===== src/rtl/fb_scanout.sv =====
// VGA scan-out master for a 128x128 RGB222 framebuffer: generates timing, drives the
// registered read port and shows the image upscaled in a centred window with a border.
module fb_scanout #(
  parameter int         H_ACTIVE   = 640,
  parameter int         H_FP       = 16,
  parameter int         H_SYNC     = 96,
  parameter int         H_BP       = 48,
  parameter int         V_ACTIVE   = 480,
  parameter int         V_FP       = 10,
  parameter int         V_SYNC     = 2,
  parameter int         V_BP       = 33,
  parameter bit         HS_POL     = 1'b0,
  parameter bit         VS_POL     = 1'b0,
  parameter int         X_OFF      = 192,
  parameter int         Y_OFF      = 112,
  parameter int         SCALE_LOG2 = 1,
  parameter logic [5:0] BORDER     = 6'b000000
) (
  input  logic        clk,
  input  logic        rst,
  input  logic        en,
  output logic [13:0] rd_addr,
  input  logic [5:0]  rd_data,
  output logic        hsync,
  output logic        vsync,
  output logic        de,
  output logic [1:0]  red,
  output logic [1:0]  green,
  output logic [1:0]  blue,
  output logic        vblank,
  output logic        frame_start
);

  localparam int H_TOTAL = H_ACTIVE + H_FP + H_SYNC + H_BP;
  localparam int V_TOTAL = V_ACTIVE + V_FP + V_SYNC + V_BP;
  localparam int WIN     = 128 << SCALE_LOG2;

  // 10-bit counters cover 800x525 and every window edge of the default geometry.
  localparam logic [9:0] H_LAST   = 10'(H_TOTAL - 1);
  localparam logic [9:0] V_LAST   = 10'(V_TOTAL - 1);
  localparam logic [9:0] H_ACT    = 10'(H_ACTIVE);
  localparam logic [9:0] V_ACT    = 10'(V_ACTIVE);
  localparam logic [9:0] HS_START = 10'(H_ACTIVE + H_FP);
  localparam logic [9:0] HS_END   = 10'(H_ACTIVE + H_FP + H_SYNC);
  localparam logic [9:0] VS_START = 10'(V_ACTIVE + V_FP);
  localparam logic [9:0] VS_END   = 10'(V_ACTIVE + V_FP + V_SYNC);
  localparam logic [9:0] X_LO     = 10'(X_OFF);
  localparam logic [9:0] X_HI     = 10'(X_OFF + WIN);
  localparam logic [9:0] Y_LO     = 10'(Y_OFF);
  localparam logic [9:0] Y_HI     = 10'(Y_OFF + WIN);

  logic [9:0] h_q, h_d, v_q, v_d;

  always_comb begin
    h_d = h_q;
    v_d = v_q;
    if (!en) begin
      h_d = '0;
      v_d = '0;
    end else if (h_q == H_LAST) begin
      h_d = '0;
      v_d = (v_q == V_LAST) ? '0 : v_q + 10'd1;
    end else begin
      h_d = h_q + 10'd1;
    end
  end

  always_ff @(posedge clk or negedge rst) begin
    if (!rst) begin
      h_q <= '0;
      v_q <= '0;
    end else begin
      h_q <= h_d;
      v_q <= v_d;
    end
  end

  // Stage 1 inputs: with en low every flag is forced to its blank value.
  logic [9:0]  dx, dy;
  logic        in_win;
  logic        vis1_d, win1_d, hs1_d, vs1_d, vb1_d, fs1_d;
  logic [13:0] addr_d;

  always_comb begin
    dx     = h_q - X_LO;
    dy     = v_q - Y_LO;
    in_win = (h_q >= X_LO) && (h_q < X_HI) && (v_q >= Y_LO) && (v_q < Y_HI);
    vis1_d = en && (h_q < H_ACT) && (v_q < V_ACT);
    win1_d = en && in_win;
    hs1_d  = en && (h_q >= HS_START) && (h_q < HS_END);
    vs1_d  = en && (v_q >= VS_START) && (v_q < VS_END);
    vb1_d  = en && (v_q >= V_ACT);
    fs1_d  = en && (h_q == '0) && (v_q == '0);
    addr_d = win1_d ? {7'(dy >> SCALE_LOG2), 7'(dx >> SCALE_LOG2)} : '0;
  end

  logic [13:0] addr_q;
  logic        vis1_q, win1_q, hs1_q, vs1_q, vb1_q, fs1_q;
  logic        vis2_q, win2_q, hs2_q, vs2_q, vb2_q, fs2_q;

  always_ff @(posedge clk or negedge rst) begin
    if (!rst) begin
      addr_q <= '0;
      vis1_q <= 1'b0;
      win1_q <= 1'b0;
      hs1_q  <= 1'b0;
      vs1_q  <= 1'b0;
      vb1_q  <= 1'b0;
      fs1_q  <= 1'b0;
      vis2_q <= 1'b0;
      win2_q <= 1'b0;
      hs2_q  <= 1'b0;
      vs2_q  <= 1'b0;
      vb2_q  <= 1'b0;
      fs2_q  <= 1'b0;
    end else begin
      addr_q <= addr_d;
      vis1_q <= vis1_d;
      win1_q <= win1_d;
      hs1_q  <= hs1_d;
      vs1_q  <= vs1_d;
      vb1_q  <= vb1_d;
      fs1_q  <= fs1_d;
      // Stage 2 flags wait here while the framebuffer registers rd_data.
      vis2_q <= vis1_q;
      win2_q <= win1_q;
      hs2_q  <= hs1_q;
      vs2_q  <= vs1_q;
      vb2_q  <= vb1_q;
      fs2_q  <= fs1_q;
    end
  end

  logic [5:0] rgb_d, rgb_q;
  logic       de_q, hsync_q, vsync_q, vblank_q, fs_q;

  always_comb begin
    rgb_d = '0;
    if (vis2_q) rgb_d = win2_q ? rd_data : BORDER;
  end

  always_ff @(posedge clk or negedge rst) begin
    if (!rst) begin
      rgb_q    <= '0;
      de_q     <= 1'b0;
      hsync_q  <= ~HS_POL;
      vsync_q  <= ~VS_POL;
      vblank_q <= 1'b0;
      fs_q     <= 1'b0;
    end else begin
      rgb_q    <= rgb_d;
      de_q     <= vis2_q;
      hsync_q  <= hs2_q ? HS_POL : ~HS_POL;
      vsync_q  <= vs2_q ? VS_POL : ~VS_POL;
      vblank_q <= vb2_q;
      fs_q     <= fs2_q;
    end
  end

  assign rd_addr     = addr_q;
  assign de          = de_q;
  assign red         = rgb_q[5:4];
  assign green       = rgb_q[3:2];
  assign blue        = rgb_q[1:0];
  assign hsync       = hsync_q;
  assign vsync       = vsync_q;
  assign vblank      = vblank_q;
  assign frame_start = fs_q;

endmodule


===== config.mk =====
export PLATFORM = sky130hd
export DESIGN_NAME = fb_scanout
export DESIGN_NICKNAME = d
export VERILOG_FILES = /design/src/rtl/fb_scanout.sv
export SDC_FILE = /design/constraint.sdc
export NUM_CORES = 1
export LEC_CHECK = 0
export ABC_AREA = 1
export BUFFER_PORTS_ARGS = -buffer_cell sky130_fd_sc_hd__buf_2
export CORE_AREA = 2 2 55 108
export CTS_CLUSTER_SIZE = 30
export DETAILED_ROUTE_END_ITERATION = 10
export DIE_AREA = 0 0 57 110
export PLACE_DENSITY = 0.65
export SLEW_MARGIN = 20
export SYNTH_ARGS = -nofsm -noshare
export SYNTH_HDL_FRONTEND = slang
export SYNTH_SLANG_ARGS = --single-unit

===== constraint.sdc =====
create_clock -name clk -period 1.8 [get_ports clk]
set_clock_uncertainty 0.1 [all_clocks]
set_input_delay 0.18 -clock clk [delete_from_list [all_inputs] [get_ports clk]]
set_output_delay 0.18 -clock clk [all_outputs]
set_load 0.02 [all_outputs]

==> metrics.cfg, run 1 <==
[outcome]
outcome=finished, final reports clean

[drt]
drt-total-wl_mm=5.490
routedWlPerCell_um=13.66
final_antenna_net_count=0
drt_pre_antenna_iters=4
vias_after_detailed_routing=1971
drt_via_density=4.903
detail_route.iter0.violations=41
number_of_remaining_drc_errors=0

[run]
timing.max_cap.violations=0

[min_path]
holdPathEnd=v_q[7]
worstHoldPathType=input port to flop
timing.hold.worst_path_depth=3
startpoint_of_the_most_critical_hold_path=en

[die]
floorplan.die.width_um=57
placementRows=38
area_of_the_die_mm2=0.006270
ios=34
initial_core_util_pct=47.53
fp.coreArea_mm2=0.005420
dieHeight_um=110

[finish]
design.final.nets=356
diodes=0
drive_gt1_share_pct=26.02
area_of_the_multi_input_gates_um2=935.9
layout-area-overhead-vs-synth_pct=25.45
ff_latch_area_mm2=0.001429
layout.filler_cells=497
finalInstanceArea_mm2=0.003232

[critical_path]
cp_cell_sequence=inv_1 -> ha_1 -> inv_1 -> nor2_1 -> nand2_2 -> o21ai_4 -> nand2_1 -> nand2_1 -> nand2_1 -> inv_1
worstSetupPathType=flop to flop
startpoint_type=flop
worst_path_largest_cell_delay_ns=0.41
reg2reg_to=v_q[6]
critical_path.top_delay_family=simple AND/OR/NAND/NOR gates
crit_buf_inv=3
timing.rr.start=h_q[7]
setup.reg_to_reg.worst_slack_ns=0.10
cp_max_fo=10
cp_data_arrival_time_ns=1.87
crit_path_top_delay_cell=dfrtp_1
ff2ff_path_depth=10
worstSetupEndpointType=flop
crit_required_ns=1.98

[power_and_ir_drop]
p_leak_nw=1.721
areal_power_density_over_the_cells_mw_per_mm2=947.3
pwr-share-seq_pct=42.9
p_int_mw=2.482
power.net_switching_uw=579.0
clock_power_share_pct=52.8
power_frac_comb_pct=4.3
power.ir.vdd_worst_mv=1.037
swShare_pct=18.91

[sta]
timing_max_transition_violations_final=0
timing_worst_slew_pin_value_ns=0.3509
slew_headroom_pct=76.52
setup_viol_count_final=0
finalHoldViolCount=0
finalCriticalPeriod_ns=1.698
fmaxAchievable_mhz=588.8
setup_repair_after_global_routing_missed_its_margin=no
post-route-period-util_pct=94.35
finalSetupTns_ns=0

[clock_network]
maximum_clock_insertion_buffer_count=2
cts_clk_pin_slew_worst_paths_ns=0.06
clock_tree_from_tritoncts=built
worstSkewPairLatency_ns=0.34
cts_h_tree_lvls=3
cts_buffers=9
clk_root_buffer_cell=clkbuf_8
cts_setup_buffers=0
cts_num_sinks=57

[placed_design]
placer_congestion_estimate=0.9294
postPlaceCellArea_mm2=0.002878
count_of_port_buffers_added_during_placement=33
dp_hpwl_mm=4.139

[synth]
yosys_top_cell_by_area=dfrtp_1
mappedNetlistNets=297
synthMostInstantiatedCell=dfrtp_1
synth_warnings=0
synthesis.area_per_instance_um2=9.267
synth.ff_latch_count=57
syn-cell-area_mm2=0.002576
postSynth.asyncResetShare_pct=100.0
synth-edff-count=0
netlist_top_cells_count=dfrtp_1 (55), nand2_1 (47), nor2_1 (41), inv_1 (40), nand3_1 (14)
number_of_distinct_library_cells_after_synthesis=30
synth_area_leaders=dfrtp_1 (53%), nand2_1 (6.8%), nor2_1 (6.0%)
top_ff_cell_synth=dfrtp_1
synth_cells=278
area_fraction_of_the_dominant_cell_type_after_synthesis_pct=53.42
ys_seq_area_share_pct=55.46

[global_route]
grt_first_pass_wirelength_mm=9.294
grtUsageTotal_pct=20.28
global_route.usage.met2_pct=37.27
grt.overflow.total=0
globalRouteMet1Util_pct=18.63
initial_antenna_violation_count=0
number_of_global_route_vias_before_repair=2152
globalRouteMet3Util_pct=5.018
grt_busiest_layer=met2
largest_net_degree_at_the_start_of_global_routing=58

[worst register-to-register path, stage by stage, from the launching register on]
cell and delay (ns):
dfrtp_1 0.41, inv_1 0.09, ha_1 0.17, inv_1 0.04
nor2_1 0.10, nand2_2 0.10, o21ai_4 0.32, nand2_1 0.13
nand2_1 0.09, nand2_1 0.05, inv_1 0.04
[metrics by stage]
stage | utilization [%] | setup slack [ns] | power (mW) | hold WS [ns] | std cells
floorplan | - | 0.2850 | 1.396 | -0.2156 | 278
global placement | 53.09 | 0.1300 | 1.455 | 0.09902 | 379
detailed placement | 53.09 | 0.07657 | 1.459 | 0.1023 | 379
CTS | 59.49 | 0.06702 | 3.116 | 0.08284 | 402
global route | 59.63 | 0.004294 | 3.188 | 0.1193 | 402
finish | 59.63 | 0.1017 | 3.061 | 0.1124 | 402
[sequential cells by signal (all words and copies together) (netlist names), 6 cells and up]
name / flops
rgb_q: 6
v_q: 10
rd_addr: 14
h_q: 10
[area by class of cell]
type	instances	share of cell area, %
Sequential cell	57	44.21
Clock inverter	5	3.871
Tap cell	60	2.323
Clock buffer	11	4.684
Timing Repair Buffer	53	10.69
Inverter	45	5.265
Multi-Input combinational cell	171	28.96
[what timing repair did]
item                                    CTS  global route
endpoints found under the hold margin    63             0
endpoints found under the setup margin    0             6
hold buffers                              7             0
resized for setup                         0             2
[cell families after synthesis]
group / after synthesis / synth area share, %
compound gates: 25 / 6.411
xor+xnor: 4 / 1.360
fa+ha+maj: 10 / 4.857
buf+inv: 50 / 8.498
flops: 57 / 55.46
simple gates: 132 / 23.41
[how the worst max path moves through the flow]
stage,startpoint,end,slack (ns),depth (start not counted)
2_1_floorplan,h_q[6],h_q[5],0.28,10
3_3_place_gp,h_q[7],v_q[6],0.13,10
3_5_place_dp,h_q[0],v_q[4],0.08,9
4_1_cts,h_q[0],v_q[4],0.07,9
5_1_grt,v_q[0],v_q[8],0.004,7
6_report,h_q[7],v_q[6],0.10,10
[layout by cell type, fill, tap and decap left out, drive strengths merged, types with 2 or more instances in the layout]
cell type and count:
buf 46, nor2 46, bufinv 4, nand4 6, dfrtp 55, clkinv 2, inv 44, nand2 53
nor3 9, dlygate4sd3 7, ha 10, a21oi 8, nand3 15, dfstp 2, clkbuf 11, o21ai 16
xor2 4
[per-layer routing]
metal  wire, um  vias up
met2       3096       47
met4        241        0
met3        199       15
met5          0        -
li1           -      980
met1       1952      929
[power groups by stage]
stage               Clock, mW  Combinational [mW]  Sequential (mW)
detailed placement          0               0.123             1.34
finish                   1.62               0.133             1.31
CTS                      1.67               0.135             1.31
global route             1.72               0.150             1.31
global placement            0               0.120             1.33
floorplan                   0              0.0580             1.34
(Power assumes the default switching activity.)
==> run 2: changes to the inputs <==
BUFFER_PORTS_ARGS = unset   (was -buffer_cell sky130_fd_sc_hd__buf_2)
DONT_BUFFER_PORTS = 1   (was unset)
PLACE_DENSITY = 0.6   (was 0.65)
==> run 2 against run 1 <==
Combinational power decreased by 6%. Sequential share of layout area increased by 3.1 points. Sequential cell count unchanged. First-iteration DRC count increased by 7.3%. Routed wire length decreased by 1.9%. Clock power decreased by 28%. Critical path depth unchanged. Sequential power about the same. Worst hold slack got worse by 0.059 ns. Register-to-register slack improved by 0.02 ns. Critical endpoint is now v_q[9]. Largest cell class unchanged.
==> metrics.cfg, run 2 (synthesis results as in run 1) <==
[outcome]
outcome=finished, final reports clean

[drt]
routedWlPerCell_um=14.51
dr_wl_met3_um=172
number_of_remaining_drc_errors=0
drt_via_density=4.925
detail_route.iter0.violations=44
drt_pre_antenna_iters=4
vias_after_detailed_routing=1827
maxUsedRoutingLayer=met4
final_antenna_net_count=0
wirelength_met1_mm=1.992
drt-total-wl_mm=5.383
met2_wirelength_mm=2.982

[finish]
design.final.nets=325
finish.utilization_pct=55.77
diodes=0
commonest_non_fill_non_tap_cell_in_the_layout=dfrtp_1
finalInstanceArea_mm2=0.003023
flip_flop_count_of_the_largest_register_after_layout=14
commonest_cells_after_routing_fill_and_taps_aside=dfrtp_1 (55), nand2_1 (47), nor2_1 (41)
layout-area-overhead-vs-synth_pct=17.34
drive_gt1_share_pct=18.65

[global_route]
initial_antenna_violation_count=0
grtUsageTotal_pct=19.69
largest_net_degree_at_the_start_of_global_routing=58
grt.overflow.total=0
number_of_global_route_vias_before_repair=1931
grt_first_pass_wirelength_mm=8.859

[die]
fp.coreArea_mm2=0.005420
area_of_the_die_mm2=0.006270
initial_core_util_pct=47.53
ios=34
dieHeight_um=110
placementRows=38
floorplan.die.width_um=57

[clock_network]
clk_root_buffer_cell=clkbuf_8
clock_tree_from_tritoncts=built
cts_clk_pin_slew_worst_paths_ns=0.07
worstSkewPairLatency_ns=0.35
maximum_clock_insertion_buffer_count=2
cts_num_sinks=57
cts_h_tree_lvls=3
cts_buffers=9

[sta]
timing_max_transition_violations_final=0
timing_worst_slew_pin_value_ns=0.3505
slew_headroom_pct=76.56
finalCriticalPeriod_ns=1.674
post-route-period-util_pct=92.99
fmaxAchievable_mhz=597.5
finalHoldViolCount=0
setup_viol_count_final=0
finalSetupTns_ns=0
holdWs_ns=0.05342

[min_path]
worstHoldPathType=input port to flop

[critical_path]
cp_max_fo=6
cp_data_arrival_time_ns=1.85
worstSetupPathType=flop to flop
worstSetupEndpointType=flop
crit_required_ns=1.98
startpoint_type=flop

[placed_design]
placer_congestion_estimate=0.9030
postPlaceCellArea_mm2=0.002698
count_of_port_buffers_added_during_placement=0
dp_hpwl_mm=3.945

[run]
timing.max_cap.violations=0

[power_and_ir_drop]
areal_power_density_over_the_cells_mw_per_mm2=863.0
p_leak_nw=1.538
post-layout-total-power_mw=2.609
power.ir.vdd_worst_mv=0.8987

==> run 2: worst paths after layout <==
kind	to	cells after the start	startpoint	slack, ns
max in group asynchronous	vsync	2	rst	1.02
hold / removal	vb1_q	2	en	0.05
setup reg to reg	v_q[9]	10	v_q[4]	0.13
hold reg to reg	vblank	0	vb2_q	0.25
setup / recovery	v_q[9]	10	v_q[4]	0.13
min in group asynchronous	v_q[3]	2	rst	0.29
==> run 2: where the power goes <==
part | internal, mW | switching [mW]
clock | 0.665 | 0.501
sequential | 1.30 | 0.0181
combinational | 0.0497 | 0.0752
total | 2.01 | 0.594
==> run 2: timing repair <==
action / 4_1_cts / 5_1_grt
endpoints found under the setup margin: 0 / 9
hold buffers: 9 / 0
endpoints found under the hold margin: 71 / 0
setup buffers: 0 / 2
gates resized for setup: 0 / 3
==> run 2: layout make-up <==
cell class,instances,area (um2)
Timing Repair Buffer,22,217.7
Fill cell,514,2397
Clock inverter,6,57.56
Inverter,45,170.2
Sequential cell,57,1429
Multi-Input combinational cell,171,935.9
Clock buffer,10,137.6
Tap cell,60,75.07
==> run 2: worst max-delay path, cell delays in order, from the launching register on <==
cell and delay [ns]:
dfrtp_1 0.47, inv_2 0.10, ha_1 0.22, nand2_1 0.07, nor2_1 0.04, buf_4 0.15
a21oi_4 0.23, nand2_1 0.08, nand2_1 0.06, nand2_1 0.04, inv_1 0.04
==> run 2: routing by layer <==
layer | GRT usage, % | vias up
met1 | 18.24 | 853
met4 | 13.12 | 0
met2 | 35.55 | 38
li1 | - | 920
met5 | 0 | -
met3 | 6.534 | 16
==> run 2: stage by stage <==
step                      worst slack [ns]  cells
after floorplan                     0.2850    278
after global placement             0.07899    344
after detailed placement           0.06967    344
after CTS                          0.04731    369
after global routing              -0.01369    371
final                               0.1262    371
